--- config.mk ---
export PLATFORM = sky130hd
export DESIGN_NAME = pipe_hazard_ctrl
export DESIGN_NICKNAME = d
export VERILOG_FILES = /design/src/rtl/pipe_ctrl_pkg.sv /design/src/rtl/load_use_detect.sv /design/src/rtl/pipe_hazard_ctrl.sv
export SDC_FILE = /design/constraint.sdc
export NUM_CORES = 1
export LEC_CHECK = 0
export ABC_AREA = 1
export BUFFER_PORTS_ARGS = -buffer_cell sky130_fd_sc_hd__buf_2
export CAP_MARGIN = 5
export CORE_AREA = 2 2 49 42
export DETAILED_ROUTE_END_ITERATION = 7
export DIE_AREA = 0 0 51 44
export PLACE_DENSITY_LB_ADDON = 0.25
export SLEW_MARGIN = 20
export SYNTH_ARGS = -nofsm -noshare
export SYNTH_HDL_FRONTEND = slang
export SYNTH_SLANG_ARGS = --single-unit
--- constraint.sdc ---
create_clock -name clk -period 1.4 [get_ports clk]
set_input_delay 0.07 -clock clk [delete_from_list [all_inputs] [get_ports clk]]
set_output_delay 0.07 -clock clk [all_outputs]
set_load 0.05 [all_outputs]
--- src/rtl/pipe_ctrl_pkg.sv ---
// Shared types and constants for the pipeline hazard controller.
package pipe_ctrl_pkg;

    // Controller state: free-running pipeline or waiting on multdiv
    typedef enum logic {
        IDLE = 1'b0,
        WAIT = 1'b1
    } state_t;

    // Register x0 is hardwired zero, so it can never carry a hazard
    localparam logic [4:0] ZERO_REG = 5'd0;

    // Width and saturation point of the WAIT cycle counter
    localparam int         MD_CYC_W   = 6;
    localparam logic [5:0] MD_CYC_MAX = 6'h3F;

endpackage

--- src/rtl/load_use_detect.sv ---
// Combinational load-use comparison between the DX load and the FD reader.
import pipe_ctrl_pkg::*;

module load_use_detect (
    input  logic       dx_is_load,
    input  logic [4:0] dx_rd,
    input  logic [4:0] fd_rs1,
    input  logic [4:0] fd_rs2,
    input  logic       fd_use_rs1,
    input  logic       fd_use_rs2,
    output logic       hazard
);

    logic rs1_hit;
    logic rs2_hit;

    assign rs1_hit = fd_use_rs1 && (fd_rs1 == dx_rd);
    assign rs2_hit = fd_use_rs2 && (fd_rs2 == dx_rd);
    assign hazard  = dx_is_load && (dx_rd != ZERO_REG) && (rs1_hit || rs2_hit);

endmodule

--- src/rtl/pipe_hazard_ctrl.sv ---
// Pipeline stall/bubble controller: multdiv wait with timeout plus
// single-cycle load-use stall. Only state and md_cycles are registered;
// every other output is decoded combinationally from them and the inputs.
import pipe_ctrl_pkg::*;

module pipe_hazard_ctrl #(
    parameter int MD_TIMEOUT = 40
) (
    input  logic       clk,
    input  logic       reset,
    input  logic       dx_is_md,
    input  logic       dx_is_load,
    input  logic [4:0] dx_rd,
    input  logic [4:0] fd_rs1,
    input  logic [4:0] fd_rs2,
    input  logic       fd_use_rs1,
    input  logic       fd_use_rs2,
    input  logic       md_ready,
    output logic       md_start,
    output logic       en_pc,
    output logic       en_fd,
    output logic       en_dx,
    output logic       en_xm,
    output logic       en_mw,
    output logic       dx_nop,
    output logic       xm_nop,
    output logic       xm_sel_md,
    output logic       md_timeout,
    output logic [5:0] md_cycles
);

    localparam logic [5:0] TIMEOUT_CNT = 6'(MD_TIMEOUT - 1);

    state_t state;
    logic   lu_hazard;
    logic   tout;
    logic   release_op;

    load_use_detect u_lud (
        .dx_is_load (dx_is_load),
        .dx_rd      (dx_rd),
        .fd_rs1     (fd_rs1),
        .fd_rs2     (fd_rs2),
        .fd_use_rs1 (fd_use_rs1),
        .fd_use_rs2 (fd_use_rs2),
        .hazard     (lu_hazard)
    );

    // A stuck multdiv is let go once the counter reaches the limit
    assign tout       = (state == WAIT) && !md_ready && (md_cycles == TIMEOUT_CNT);
    assign release_op = (state == WAIT) && (md_ready || tout);

    // Output decode; everything is forced low while reset is held
    always_comb begin
        md_start   = 1'b0;
        en_pc      = 1'b0;
        en_fd      = 1'b0;
        en_dx      = 1'b0;
        en_xm      = 1'b0;
        en_mw      = 1'b0;
        dx_nop     = 1'b0;
        xm_nop     = 1'b0;
        xm_sel_md  = 1'b0;
        md_timeout = 1'b0;
        if (reset) begin
            en_xm = 1'b1;
            en_mw = 1'b1;
            if (state == IDLE) begin
                if (dx_is_md) begin
                    // Launch op, freeze front end, bubble into XM
                    md_start = 1'b1;
                    xm_nop   = 1'b1;
                end else if (lu_hazard) begin
                    // Hold PC/FD one cycle, bubble into DX
                    en_dx  = 1'b1;
                    dx_nop = 1'b1;
                end else begin
                    en_pc = 1'b1;
                    en_fd = 1'b1;
                    en_dx = 1'b1;
                end
            end else if (release_op) begin
                en_pc      = 1'b1;
                en_fd      = 1'b1;
                en_dx      = 1'b1;
                xm_sel_md  = 1'b1;
                md_timeout = tout;
            end else begin
                xm_nop = 1'b1;
            end
        end
    end

    // State and WAIT-cycle counter; md_ready is only looked at in WAIT
    always_ff @(posedge clk or negedge reset) begin
        if (!reset) begin
            state     <= IDLE;
            md_cycles <= '0;
        end else begin
            case (state)
                IDLE: begin
                    if (dx_is_md) begin
                        state     <= WAIT;
                        md_cycles <= '0;
                    end
                end
                WAIT: begin
                    if (release_op) begin
                        state <= IDLE;
                    end else if (md_cycles != MD_CYC_MAX) begin
                        md_cycles <= md_cycles + 6'd1;
                    end
                end
                default: state <= IDLE;
            endcase
        end
    end

endmodule
# [After elaboration in Yosys (flattened, before gate mapping)]
# Index checks and enable logic that the tools add are counted.
[op_classes] addsub=1 eq_ne=7 n_mux=29 n_bitwise=1 n_reduce_logical=12
[op_table] cell="$mux 1" n=24
[op_table] cell="$mux 6" n=3
[op_table] cell="$pmux 6 s2" n=1
[op_table] cell="$eq 5x5->1" n=2
[op_table] cell="$logic_and 1x1->1" n=7
[op_table] cell="$add 6x1->6 const B" n=1
[op_table] cell="$eq 6x6->1 const B" n=1
[op_table] cell="$ne 6x6->1 const B" n=1
[op_table] cell="$reduce_bool 5->1" n=1
[op_table] cell="$ne 2x2->1 const B" n=2
[op_table] cell="$reduce_and 3->1" n=1
[op_table] cell="$logic_or 1x1->1" n=2
[op_table] cell="$ne 2x1->1 const B" n=1
[op_table] cell="$pmux 1 s2" n=1
[op_table] cell="$logic_not 1->1" n=1
[op_table] cell="$not 1->1" n=1
[totals] register_bits=7 inputBits=22 out_inout_bits=16 word_cells=52

# [Depth between registers and ports, before layout]
[depth] depth_word=8 mapped_depth=10 mapped_depth_nobuf=9

# [By module]
# A second synthesis with hierarchy kept.
[hier_totals] hier_cells=129 hier_area_um2=740.7
[by_module_without_submodules] module="pipe_hazard_ctrl" instances=1 cells_per_inst=74 area_each_um2=524.3
[by_module_without_submodules] module="load_use_detect" instances=1 cells_per_inst=55 area_each_um2=216.5

# [Worst setup path after synthesis]
# Ideal clock, no wire load.
[synth_timing] path_kind="register to output" start="register md_cycles[0]" end="output port en_pc" t_arrival_ps=2040 required_time_ps=1330 slack_ps=-710 path_stages_with_launch=9 n_path_buf=1 cell_sequence="dfrtp_1 ha_1 nand2_2 nor3_2 nand3_1 nand2_1 nand3_1 nand2_1 buf_4"
[synth_via] elab_chain_len=7
[synth_lines] element="start, declared" line_no="pipe_hazard_ctrl.sv:29" rtl="output logic [5:0] md_cycles"
[synth_lines] element="start signal, assigned" line_no="pipe_hazard_ctrl.sv:111" rtl="md_cycles <= md_cycles + 6'd1;"
[synth_lines] element="$eq 6x6->1" line_no="pipe_hazard_ctrl.sv:50" rtl="assign tout = (state == WAIT) && !md_ready && (md_cycles == TIMEOUT_CNT);"
[synth_lines] element="$logic_and 1x1->1" line_no="pipe_hazard_ctrl.sv:50"
[synth_lines] element="$logic_or 1x1->1" line_no="pipe_hazard_ctrl.sv:51" rtl="assign release_op = (state == WAIT) && (md_ready || tout);"
[synth_lines] element="$logic_and 1x1->1" line_no="pipe_hazard_ctrl.sv:51"
[synth_lines] element="$mux 1 (3 in series)"
[synth_lines] element="end, declared" line_no="pipe_hazard_ctrl.sv:20" rtl="output logic en_pc,"
# Every way passes these cells.

# [Worst setup path in the final report]
[layout_timing] start="register md_cycles[1]" end="output port en_pc"
[layout_via] elab_chain_len=7
[layout_lines] element="$eq 6x6->1" line_no="pipe_hazard_ctrl.sv:50"
[layout_lines] element="$logic_and 1x1->1" line_no="pipe_hazard_ctrl.sv:50"
[layout_lines] element="$logic_or 1x1->1" line_no="pipe_hazard_ctrl.sv:51"
[layout_lines] element="$logic_and 1x1->1" line_no="pipe_hazard_ctrl.sv:51"
[layout_lines] element="$mux 1" line_no="pipe_hazard_ctrl.sv:82" rtl="end else if (release_op) begin"
[layout_lines] element="$mux 1" line_no="pipe_hazard_ctrl.sv:68" rtl="if (state == IDLE) begin"
[layout_lines] element="$mux 1" line_no="pipe_hazard_ctrl.sv:65" rtl="if (reset) begin"
# Every way passes these cells.

==> metrics.yaml <==
outcome:
  status: "finished, violations left"
  violations: "negative setup slack"
clock_network:
  root_buffer: "clkbuf_4"
  cts_inserted_buffers: 3
  clk-insertion-delay-late_ns: 0.27
  clkSlewWorstSetupHoldPaths_ns: 0.06
  clock_sinks: 7
  cts_tree: "yes"
  htreeDepth: 1
  cts_buffer_depth: 2
final_layout:
  diodes: 0
  final_cell_area_um2: 1210
  nNetsFinal: 204
  drive_gt1_share_pct: 45.0
  final_cell_mix: "nand2_1, buf_2, inv_1"
  syn_to_final_growth_pct: 63.3
  layout_commonest_cell: "nand2_1"
timing:
  setup_ws_ns: -0.126
  max_freq_mhz: 655
  slew_viol_final: 0
  maxSlewHeadroom_pct: 76.2
  finalSetupViolCount: 6
  fin_crit_ns: 1.53
  fin_crit_sh_pct: 109
  tns_ns: -0.651
  tightest_slew_ns: 0.356
  rsz0062_at_grt: "true"
  finalHoldViolCount: 0
  hold_ws_ns: 0.311
  finalClockSkew_ns: 0.00710
detailed_routing:
  wl_per_cell_um: 9.96
  dr_total_vias: 933
  route.detailed.drc: 0
  viasPerCell: 4.57
  drt-pass1-iter-count: 4
  wl_um: 2030
  initialDrtViolationCount: 19
  ant_nets: 0
floorplanning:
  io_pins: 38
  core_area_um2: 1770
  rows: 14
  die_h_um: 44
  die_w_um: 51
  die-area_um2: 2240
  initial_core_util_pct: 41.8
logic_synthesis:
  yosys-top-cells-area: "nand2_1, dfrtp_1, inv_1, nor2_1, nand3_1"
  synthCells: 130
  synth-xor-area-share_pct: 0
  yosys_warnings: 0
  netlist-cell-type-count: 19
  synth_fa_ha_area_share_pct: 1.69
  synth_top_area_share_pct: 25.4
  synth_fp_nets: 153
  synth_top_family_by_area: "simple AND/OR/NAND/NOR gates"
  ys_seq_area_share_pct: 23.7
  syn_area_um2: 739
  synth_compound_area_share_pct: 3.05
  yosysTopAreaCell: "nand2_1"
  synth_seq_cells: 7
  synthMuxAreaShare_pct: 0
  avgSynthCellArea_um2: 5.69
  synth_simple_gate_area_share_pct: 57.4
setup_path:
  slowest_stage: "dfrtp_2"
  worst-endpoint-arrival_ns: 1.46
  setup.worst_path.start_class: "register"
  critPathRequiredTime_ns: 1.33
  cp_common_cell: "nand2_4"
  r2r_start: "md_cycles[1]$_DFFE_PN0P_"
  criticalPathCategory: "register to output pin"
  cp-end-kind: "output pin"
  crit_path_start: "md_cycles[1]$_DFFE_PN0P_"
  cp_max_fo: 3
  crit_chain: "ha_4, nand2_4, nor3_2, nand3_1, nand2_1, nand3_2, nand2_4, buf_8"
  critical_path.max_stage_delay_ns: 0.38
global_routing:
  grt_max_degree: 9
  grt_pass1_vias: 888
  antenna_found_initial: 0
  grt_pass1_wl_um: 3460
  grt_usage_pct: 20.8
  grt_overflow: 0
run:
  drv_cap: 0
place:
  place_congestion: 0.833
  dpl_cell_area_um2: 1050
  dpl.hpwl_um: 1520
  io_buffers: 37
power_and_ir_drop:
  leakage_nw: 0.702
  ir_drop_v: 0.000873
  cellPowerDensity_nw_per_um2: 860
worst_hold_path:
  hold_path_class: "primary input to asynchronous set/reset pin"
## power by group
group | switching [W] | leakage [nW] | internal (W)
logic | 0.000356 | 0.604 | 0.000211
registers | 0.0000366 | 0.0834 | 0.000237
clock network | 0.0000880 | 0.0150 | 0.000110
total | 0.000480 | 0.702 | 0.000558
## critical path, delay by kind of cell (launching register included)
kind / cells / cell delay [ns]
DFF: 1 / 0.38
and+or+nand+nor: 6 / 0.50
adders and majority gates: 1 / 0.16
buffers and inverters: 1 / 0.14
## per-layer routing
layer	global-route usage [%]	wire, um	up-vias
li1	-	-	495
met1	24.4	942	415
met2	37.1	983	21
met3	5.17	89	2
met4	6.49	17	0
met5	0	0	-
## timing repair
action	in CTS	in global routing
endpoints found under the setup margin	6	13
hold buffers	1	0
endpoints found under the hold margin	7	0
setup buffers	2	2
resized for setup	16	11
pin swaps	1	3
## worst paths after layout
kind,end,slack (ns),cells past startpoint
setup / recovery,en_pc,-0.13,8
hold reg to reg,md_cycles[3]$_DFFE_PN0P_,0.55,2
hold / removal,state$_DFF_PN0_,0.31,2
max in group asynchronous,md_cycles[5]$_DFFE_PN0P_,0.80,2
min in group clk,state$_DFF_PN0_,0.40,5
setup reg to reg,md_cycles[2]$_DFFE_PN0P_,0.02,8
## kinds of logic after synthesis
group / after synthesis
AND/OR/NAND/NOR: 93
buffers and inverters: 25
flip-flops: 7
AO/OA/AOI/OAI: 4
adder cells (fa/ha/maj): 1
## through the flow
| stage | total power [W] | cells | worst slack (ns) | utilization (%) |
|---|---|---|---|---|
| 4_1_cts | 0.000997 | 202 | -0.139 | 65.1 |
| 3_5_place_dp | 0.000764 | 195 | 0.0465 | 59.1 |
| 6_report | 0.00104 | 204 | -0.126 | 68.2 |
| 3_3_place_gp | 0.000754 | 195 | 0.0730 | 59.1 |
| 2_1_floorplan | 0.000620 | 130 | -0.189 | - |
| 5_1_grt | 0.00111 | 204 | -0.237 | 68.2 |
## Yosys cell counts
| library cell | instances |
|---|---|
| nand3b_1 | 1 |
| nor3_2 | 1 |
| o21ai_1 | 2 |
| nand3_1 | 11 |
| buf_4 | 3 |
| nor3b_1 | 3 |
| inv_1 | 19 |
| dfrtp_1 | 7 |
| nand2_2 | 2 |
| nand2_1 | 50 |
| nor2_2 | 1 |
| nand4_1 | 2 |
| ha_1 | 1 |
| a21oi_1 | 1 |
| nand3_2 | 2 |
| nand2_4 | 2 |
| nor2_1 | 18 |
| inv_2 | 3 |
| o21bai_1 | 1 |
## cell type report
class	instances	area, um^2
fill	160	562
inverter	22	85.1
tap	24	30.0
clock buffer	4	26.3
sequential	7	184
timing repair buffer	49	333
multi-input combinational	98	549
## flip-flops by register name, summed over array words and instances, names as in the netlist
register   count
md_cycles      6
state          1
Note: power is estimated with default switching activity, not from simulation.
